**config.mk**
```make
export PLATFORM = sky130hd
export DESIGN_NAME = manchester_tx_flat
export DESIGN_NICKNAME = d
export VERILOG_FILES = /design/src/rtl/manchester_tx_if.sv /design/src/rtl/manchester_tx.sv /design/src/flat_wrapper.sv
export SDC_FILE = /design/constraint.sdc
export NUM_CORES = 1
export LEC_CHECK = 0
export ABC_AREA = 1
export CAP_MARGIN = 20
export CELL_PAD_IN_SITES_DETAIL_PLACEMENT = 0
export CELL_PAD_IN_SITES_GLOBAL_PLACEMENT = 2
export CORE_UTILIZATION = 32
export CTS_BUF_LIST = sky130_fd_sc_hd__clkbuf_8
export CTS_CLUSTER_SIZE = 40
export DETAILED_ROUTE_END_ITERATION = 10
export GPL_TIMING_DRIVEN = 0
export PLACE_DENSITY_LB_ADDON = 0.15
export SETUP_SLACK_MARGIN = 0.05
export SYNTH_ARGS = -nofsm -noshare
export SYNTH_HDL_FRONTEND = slang
export SYNTH_SLANG_ARGS = --single-unit
```
**constraint.sdc**
```tcl
create_clock -name clk -period 1.85 [get_ports clk]
set_clock_uncertainty 0.05 [all_clocks]
set_input_delay 0.185 -clock clk [delete_from_list [all_inputs] [get_ports clk]]
set_output_delay 0.185 -clock clk [all_outputs]
set_load 0.02 [all_outputs]
```
**src/rtl/manchester_tx_if.sv**
```systemverilog
// Word handshake between a data source and the Manchester encoder.
// The source drives in_data/in_valid; the encoder answers with in_ready.
interface manchester_tx_if #(
   parameter int DATA_W = 8
) ();
   logic [DATA_W-1:0] in_data;
   logic              in_valid;
   logic              in_ready;

   modport master (output in_data, output in_valid, input in_ready);
   modport slave  (input in_data, input in_valid, output in_ready);
endinterface

```
**src/rtl/manchester_tx.sv**
```systemverilog
// Manchester line encoder: optional alternating preamble, then DATA_W payload
// bits, one registered half-bit per clock, with zero-gap back-to-back frames.
module manchester_tx #(
   parameter int   DATA_W        = 8,
   parameter int   PREAMBLE_BITS = 2,
   parameter int   CONVENTION    = 0,
   parameter int   MSB_FIRST     = 1,
   parameter logic IDLE_LEVEL    = 1'b0
) (
   input  logic              clk,
   input  logic              rst,
   manchester_tx_if.slave    s,
   output logic              z,
   output logic              z_en,
   output logic              busy,
   output logic              done
);
   localparam int MAX_BITS = (PREAMBLE_BITS > DATA_W) ? PREAMBLE_BITS : DATA_W;
   localparam int CNT_W    = $clog2(MAX_BITS + 1);
   localparam logic [CNT_W-1:0] PRE_LAST  = CNT_W'((PREAMBLE_BITS > 0) ? PREAMBLE_BITS - 1 : 0);
   localparam logic [CNT_W-1:0] DATA_LAST = CNT_W'(DATA_W - 1);
   localparam logic ENC_INV = (CONVENTION == 0);

   typedef enum logic [1:0] {ST_IDLE, ST_PREAMBLE, ST_DATA} state_t;

   state_t            state_reg, state_next;
   logic              phase_reg, phase_next;
   logic [CNT_W-1:0]  cnt_reg, cnt_next;
   logic [DATA_W-1:0] shift_reg, shift_next;
   logic              z_reg, z_next;
   logic              z_en_reg, z_en_next;
   logic              busy_reg, busy_next;
   logic              done_reg, done_next;
   logic              next_bit;
   logic              cur_bit;
   logic              accept;

   function automatic logic head(input logic [DATA_W-1:0] v);
      return (MSB_FIRST != 0) ? v[DATA_W-1] : v[0];
   endfunction

   function automatic logic [DATA_W-1:0] advance(input logic [DATA_W-1:0] v);
      return (MSB_FIRST != 0) ? (v << 1) : (v >> 1);
   endfunction

   // First half of a bit is b^ENC_INV, second half is its complement.
   function automatic logic enc(input logic b, input logic ph);
      return b ^ ph ^ ENC_INV;
   endfunction

   // done_reg marks the last half-bit, which is also the reload slot.
   assign s.in_ready = !rst && (state_reg == ST_IDLE || done_reg);
   assign accept     = s.in_valid && s.in_ready;
   assign cur_bit    = (state_reg == ST_PREAMBLE) ? ~cnt_reg[0] : head(shift_reg);

   always_comb begin
      state_next = state_reg;
      phase_next = phase_reg;
      cnt_next   = cnt_reg;
      shift_next = shift_reg;
      z_next     = IDLE_LEVEL;
      z_en_next  = 1'b0;
      busy_next  = 1'b0;
      done_next  = 1'b0;
      next_bit   = 1'b0;
      if (accept) begin
         if (PREAMBLE_BITS > 0) begin
            state_next = ST_PREAMBLE;
            next_bit   = 1'b1;
         end else begin
            state_next = ST_DATA;
            next_bit   = head(s.in_data);
         end
         phase_next = 1'b0;
         cnt_next   = '0;
         shift_next = s.in_data;
         z_next     = enc(next_bit, 1'b0);
         z_en_next  = 1'b1;
         busy_next  = 1'b1;
      end else if (state_reg == ST_IDLE || done_reg) begin
         state_next = ST_IDLE;
         phase_next = 1'b0;
         cnt_next   = '0;
         shift_next = '0;
      end else if (!phase_reg) begin
         phase_next = 1'b1;
         z_next     = enc(cur_bit, 1'b1);
         z_en_next  = 1'b1;
         busy_next  = 1'b1;
         done_next  = (state_reg == ST_DATA) && (cnt_reg == DATA_LAST);
      end else begin
         phase_next = 1'b0;
         z_en_next  = 1'b1;
         busy_next  = 1'b1;
         if (state_reg == ST_PREAMBLE && cnt_reg == PRE_LAST) begin
            state_next = ST_DATA;
            cnt_next   = '0;
            next_bit   = head(shift_reg);
         end else if (state_reg == ST_PREAMBLE) begin
            cnt_next   = cnt_reg + CNT_W'(1);
            next_bit   = cnt_reg[0];
         end else begin
            cnt_next   = cnt_reg + CNT_W'(1);
            shift_next = advance(shift_reg);
            next_bit   = head(advance(shift_reg));
         end
         z_next = enc(next_bit, 1'b0);
      end
   end

   always_ff @(posedge clk) begin
      if (rst) begin
         state_reg <= ST_IDLE;
         phase_reg <= 1'b0;
         cnt_reg   <= '0;
         shift_reg <= '0;
         z_reg     <= IDLE_LEVEL;
         z_en_reg  <= 1'b0;
         busy_reg  <= 1'b0;
         done_reg  <= 1'b0;
      end else begin
         state_reg <= state_next;
         phase_reg <= phase_next;
         cnt_reg   <= cnt_next;
         shift_reg <= shift_next;
         z_reg     <= z_next;
         z_en_reg  <= z_en_next;
         busy_reg  <= busy_next;
         done_reg  <= done_next;
      end
   end

   assign z    = z_reg;
   assign z_en = z_en_reg;
   assign busy = busy_reg;
   assign done = done_reg;
endmodule

```
**src/flat_wrapper.sv**
```systemverilog
// flat-port wrapper written by rule: the top's interface ports become plain ports
module manchester_tx_flat 
#(
   parameter int   DATA_W        = 8,
   parameter int   PREAMBLE_BITS = 2,
   parameter int   CONVENTION    = 0,
   parameter int   MSB_FIRST     = 1,
   parameter logic IDLE_LEVEL    = 1'b0
)
  (clk, rst, z, z_en, busy, done, s_in_data, s_in_valid, s_in_ready);
  manchester_tx_if #(.DATA_W(DATA_W)) s_i ();
  input  logic clk;
  input  logic rst;
  output logic z;
  output logic z_en;
  output logic busy;
  output logic done;
  input wire logic [$bits(s_i.in_data)-1:0] s_in_data;
  input wire logic [$bits(s_i.in_valid)-1:0] s_in_valid;
  output wire logic [$bits(s_i.in_ready)-1:0] s_in_ready;
  assign s_i.in_data = s_in_data;
  assign s_i.in_valid = s_in_valid;
  assign s_in_ready = s_i.in_ready;
  manchester_tx #(.DATA_W(DATA_W), .PREAMBLE_BITS(PREAMBLE_BITS), .CONVENTION(CONVENTION), .MSB_FIRST(MSB_FIRST), .IDLE_LEVEL(IDLE_LEVEL)) u_core (.clk(clk), .rst(rst), .s(s_i), .z(z), .z_en(z_en), .busy(busy), .done(done));
endmodule
```
[Yosys cells after proc, flatten, opt, wreduce, memory -nomap -nowiden]
Index checks and enable logic that the tools add are counted.
Storage, ports and cells
  register bits after elaboration: 18
  input bits: 11
  output and inout port bits: 5
  word-level logic and storage cells: 55
Operators by class
  add/subtract/negate cells: 1
  eq/ne operators: 6
  muxes and demuxes: 23
  bitwise gates (word level): 3
  reduce and logical (&&, ||, !) cells: 14
Operators with widths (count)
  two-way mux 8 bit: 5
  two-way mux 1 bit: 17
  != test 3 x 1 -> 1 bit, second input constant: 2
  nonzero test 3 bit: 2
  adder 4 x 1 -> 4 bit, second input constant: 1
  == test 4 x 1 -> 1 bit, second input constant: 1
  == test 4 x 3 -> 1 bit, second input constant: 1
  logical AND 1 bit: 4
  two-way mux 4 bit: 1
  AND reduction 2 bit: 2
  OR reduction 4 bit: 1
  NOT 1 bit: 3
  AND reduction 3 bit: 1
  OR reduction 3 bit: 1
  == test 2 x 1 -> 1 bit, second input constant: 1
  == test 2 bit, second input constant: 1
  zero test 2 bit: 1
  zero test 1 bit: 1
  logical OR 1 bit: 1

[Longest topological paths before layout]
Gate-level depths: netlist of the first run.
  depth after elaboration: 10
  mapped depth: 8

[Worst setup path after synthesis of the first run]
OpenSTA, ideal clock, no wires.
  path kind: register -> output
  start: register u_core.state_reg[1]
  end: output s_in_ready
  data arrival time: 1.043 ns
  required time: 1.615 ns
  slack: 0.572 ns
  stages on the path, launching flop included: 6
  buffers on the path: 0
  cells stage by stage: dfxtp_1 inv_1 nand2_4 nand2_4 clkinv_2 nor2_1
Between the ends
  word-level cells in the longest chain between the ends: 3
Ends and longest elaborated chain
  from (decl): line manchester_tx.sv:26  | state_t state_reg, state_next;
  from (signal assigned): line manchester_tx.sv:122  | state_reg <= state_next;
  zero test 2 bit: line manchester_tx.sv:52  | assign s.in_ready = !rst && (state_reg == ST_IDLE || done_reg);
  logical OR 1 bit: line manchester_tx.sv:52
  logical AND 1 bit: line manchester_tx.sv:52
  to (decl): line flat_wrapper.sv:20  | output wire logic [$bits(s_i.in_ready)-1:0] s_in_ready;
No other way between the ends.

[Final worst setup path of the first run]
  start: register u_core.state_reg[0]
  end: output s_in_ready
The elaborated chain is that of the path after synthesis.

==> out/qor.txt, run 1 <==
TritonCTS Buffers - 3
Initial antenna violation count - 0
YS warnings - 0
Worst reg2reg path endpoint - u_core.cnt_reg[3]
Hold Startpoint - s_in_data[3]
Global route total overflow - 0
Routed Antenna Nets - 0
Bufs and invs on worst path - 3
Slowest-stage cell, CP - dfxtp_1
Port bufs - 15
Die area - 3090 sq um
Clock buffer depth - 2
Post-Synthesis Cells - 126
WL final - 2170 um
Peak VDD IR - 0.648 mV
RSZ-0062 raised after global routing - false
Synth cell types - 20
Clock network power share - 35.1%
Crit path time final - 1660 ps
Post-DP HPWL - 1530 um
CP Launch Type - flop
Crit. End Element - output port
Chip height - 55.6 um
WP data arrival - 1430 ps
P_int - 0.686 mW
Worst slew margin - 53.7%
Sequential Power Share - 44.9%
Ports - 16
CTS tree - yes
Global-route usage over all layers - 14.6%
Setup Viol. Count Final - 0
# hold bufs at CTS - 0
Seq/Total Area, Yosys - 39.2%
DRT iter0 DRCs - 16
Post-route setup slack - 186 ps
Critical path type - reg2out
Initial Util - 33.6%
DRC errors left - 0
Cell area after synthesis - 920 sq um
WL/cell - 12.0 um
Worst Max-Slew Pin Slew - 691 ps
Comb power frac - 20.0%
PD cells - 779 nW/um^2
Synth-to-layout area growth - 30.9%
Crit. Startpoint - u_core.state_reg[0]
Critical Path, Cell by Cell - inv_1, nand2_4, nand2_8, clkinv_2, nor2_1, clkdlybuf4s15_2
Max reg flops - 8
Switch share - 26.9%
Root Driver - clkbuf_8
FF-to-FF Start - u_core.state_reg[0]
Cell family with most CP delay - buffers and inverters
Worst Hold Path EP - u_core.shift_reg[3]
Max Fclk - 601 MHz
Final net count - 163
Total stage count of the critical path - 6
Skew-Pair Late Insertion Delay - 260 ps
Status - finished clean
Core ar. - 2730 sq um
Switching power total - 0.252 mW
TritonCTS Sinks - 18
Pre-CTS WS - -20.7 ps
Crit path max fanout - 10
R2R depth - 5
Syn Area/Cell - 7.30 sq um
Slowest cell delay on critical path - 340 ps
Clock-pin slew on the worst setup and hold paths - 70 ps
Hold Path Stages - 3
P_leak - 0.486 nW
DR vias/cell - 4.88
Pwr Total - 0.938 mW
Reg2reg setup slack - 510 ps
Pin count of the biggest net entering global routing - 11
Syn Nets - 139
GPL Wtd Cong - 0.746
Final Hold Viols - 0
CP Data Required Time - 1620 ps
First-pass iteration count of the detailed router - 4
CTS H-tree lvls - 1
Via count - 879
Final slew viol count - 0
Die W - 55.6 um
Share of cells above drive strength 1 - 14.1%
Final period utilization - 90.0%
Vias in the first global route - 793
First-pass GRT wire length - 3580 um
Row count - 19
Hold Crit Class - in2reg
FF+latch count, synth - 18
Max cap viols - 0
Antenna Cells - 0
Fin Hold WS - 447 ps
power groups by stage:
stage	clock (mW)	combinational, mW	sequential, mW
2_1_floorplan	0	0.107	0.432
3_3_place_gp	0	0.175	0.430
3_5_place_dp	0	0.175	0.430
4_1_cts	0.338	0.174	0.421
5_1_grt	0.351	0.208	0.423
6_report	0.329	0.188	0.421
cells in the final DEF (no fill, tap or decap):
cell / Yosys / final
nand2_1: 22 / 22
buf_2: 1 / 1
xnor2_1: 1 / 1
ha_1: 2 / 2
nand3_1: 13 / 13
nor3_1: 1 / 1
nand4_1: 12 / 12
xor2_1: 1 / 1
buf_4: 2 / 6
o21ai_0: 10 / 10
inv_2: 2 / 3
nor2_1: 9 / 9
clkbuf_8: 0 / 4
a21oi_1: 10 / 10
clkdlybuf4s15_2: 0 / 1
inv_1: 16 / 15
nand2_4: 2 / 1
nor2_4: 1 / 1
clkinv_2: 1 / 1
nand2_8: 0 / 1
clkdlybuf4s50_1: 0 / 14
dfxtp_1: 18 / 18
nand3_4: 1 / 1
buf_6: 1 / 1
worst max path at each step:
stage,slack [ps],endpoint
after floorplan,570,s_in_ready
after global placement,-3,s_in_ready
after detailed placement,-20,s_in_ready
after CTS,50,s_in_ready
after global routing,80,s_in_ready
final,190,s_in_ready
cells by family (layout without fill, tap and decap cells):
group                      Yosys count  in the layout  share of synthesized area [%]
adders and majority gates            2              2                           2.72
and+or+nand+nor                     61             61                           34.0
AOI/OAI and AO/OA                   20             20                           10.9
buffers and inverters               23             46                           11.3
xor gates and xnor gates             2              2                           1.91
DFF                                 18             18                           39.2
stage by stage:
step | std cells | TNS (ps) | utilization (%) | cell area (sq um)
finish | 180 | 0 | 44.0 | 1200
global route | 180 | 0 | 44.0 | 1200
CTS | 176 | 0 | 42.6 | 1160
detailed placement | 172 | -20.7 | 40.5 | 1110
global placement | 172 | -3.41 | 40.5 | 1110
floorplan | 126 | 0 | - | 920
final cells by class:
type,instances,area (sq um)
Sequential cell,18,360
Inverter,19,72.6
Clock buffer,4,55.1
Buffer,4,31.3
Tap cell,31,38.8
Multi-Input combinational cell,85,464
Fill cell,281,1530
Timing Repair Buffer,19,181
what timing repair did:
item                                    in CTS  in global routing
endpoints found under the setup margin       1                  1
pin swaps                                    0                  1
gates resized for setup                      3                  2
setup buffers                                0                  4
worst min-delay path, cell delays in order:
cell and delay [ps]:
clkdlybuf4s50_1 390, nand3_1 80, a21oi_1 60
cells in the mapped netlist:
library cell | count | area (sq um)
a21oi_1 | 10 | 50.1
buf_2 | 1 | 5.00
buf_4 | 2 | 15.0
buf_6 | 1 | 11.3
clkinv_2 | 1 | 5.00
dfxtp_1 | 18 | 360
ha_1 | 2 | 25.0
inv_1 | 16 | 60.1
inv_2 | 2 | 7.51
nand2_1 | 22 | 82.6
nand2_4 | 2 | 22.5
nand3_1 | 13 | 65.1
nand3_4 | 1 | 17.5
nand4_1 | 12 | 75.1
nor2_1 | 9 | 33.8
nor2_4 | 1 | 11.3
nor3_1 | 1 | 5.00
o21ai_0 | 10 | 50.1
xnor2_1 | 1 | 8.76
xor2_1 | 1 | 8.76
layer usage:
metal  vias up  global-route usage [%]  share of wire, %
met4         0                    3.21              0.79
met1       398                    17.0                47
met2        17                    26.0                48
li1        462                       -                 -
met3         2                    4.88               3.8
met5         -                       0                 0
Power figures use the tool's default switching activity.
==> run 2: changes to the inputs <==
Settings changed: HOLD_SLACK_MARGIN from default to 0.15.
==> results of run 2 <==
The final DEF is identical to that of run 1; final timing and power are the same.
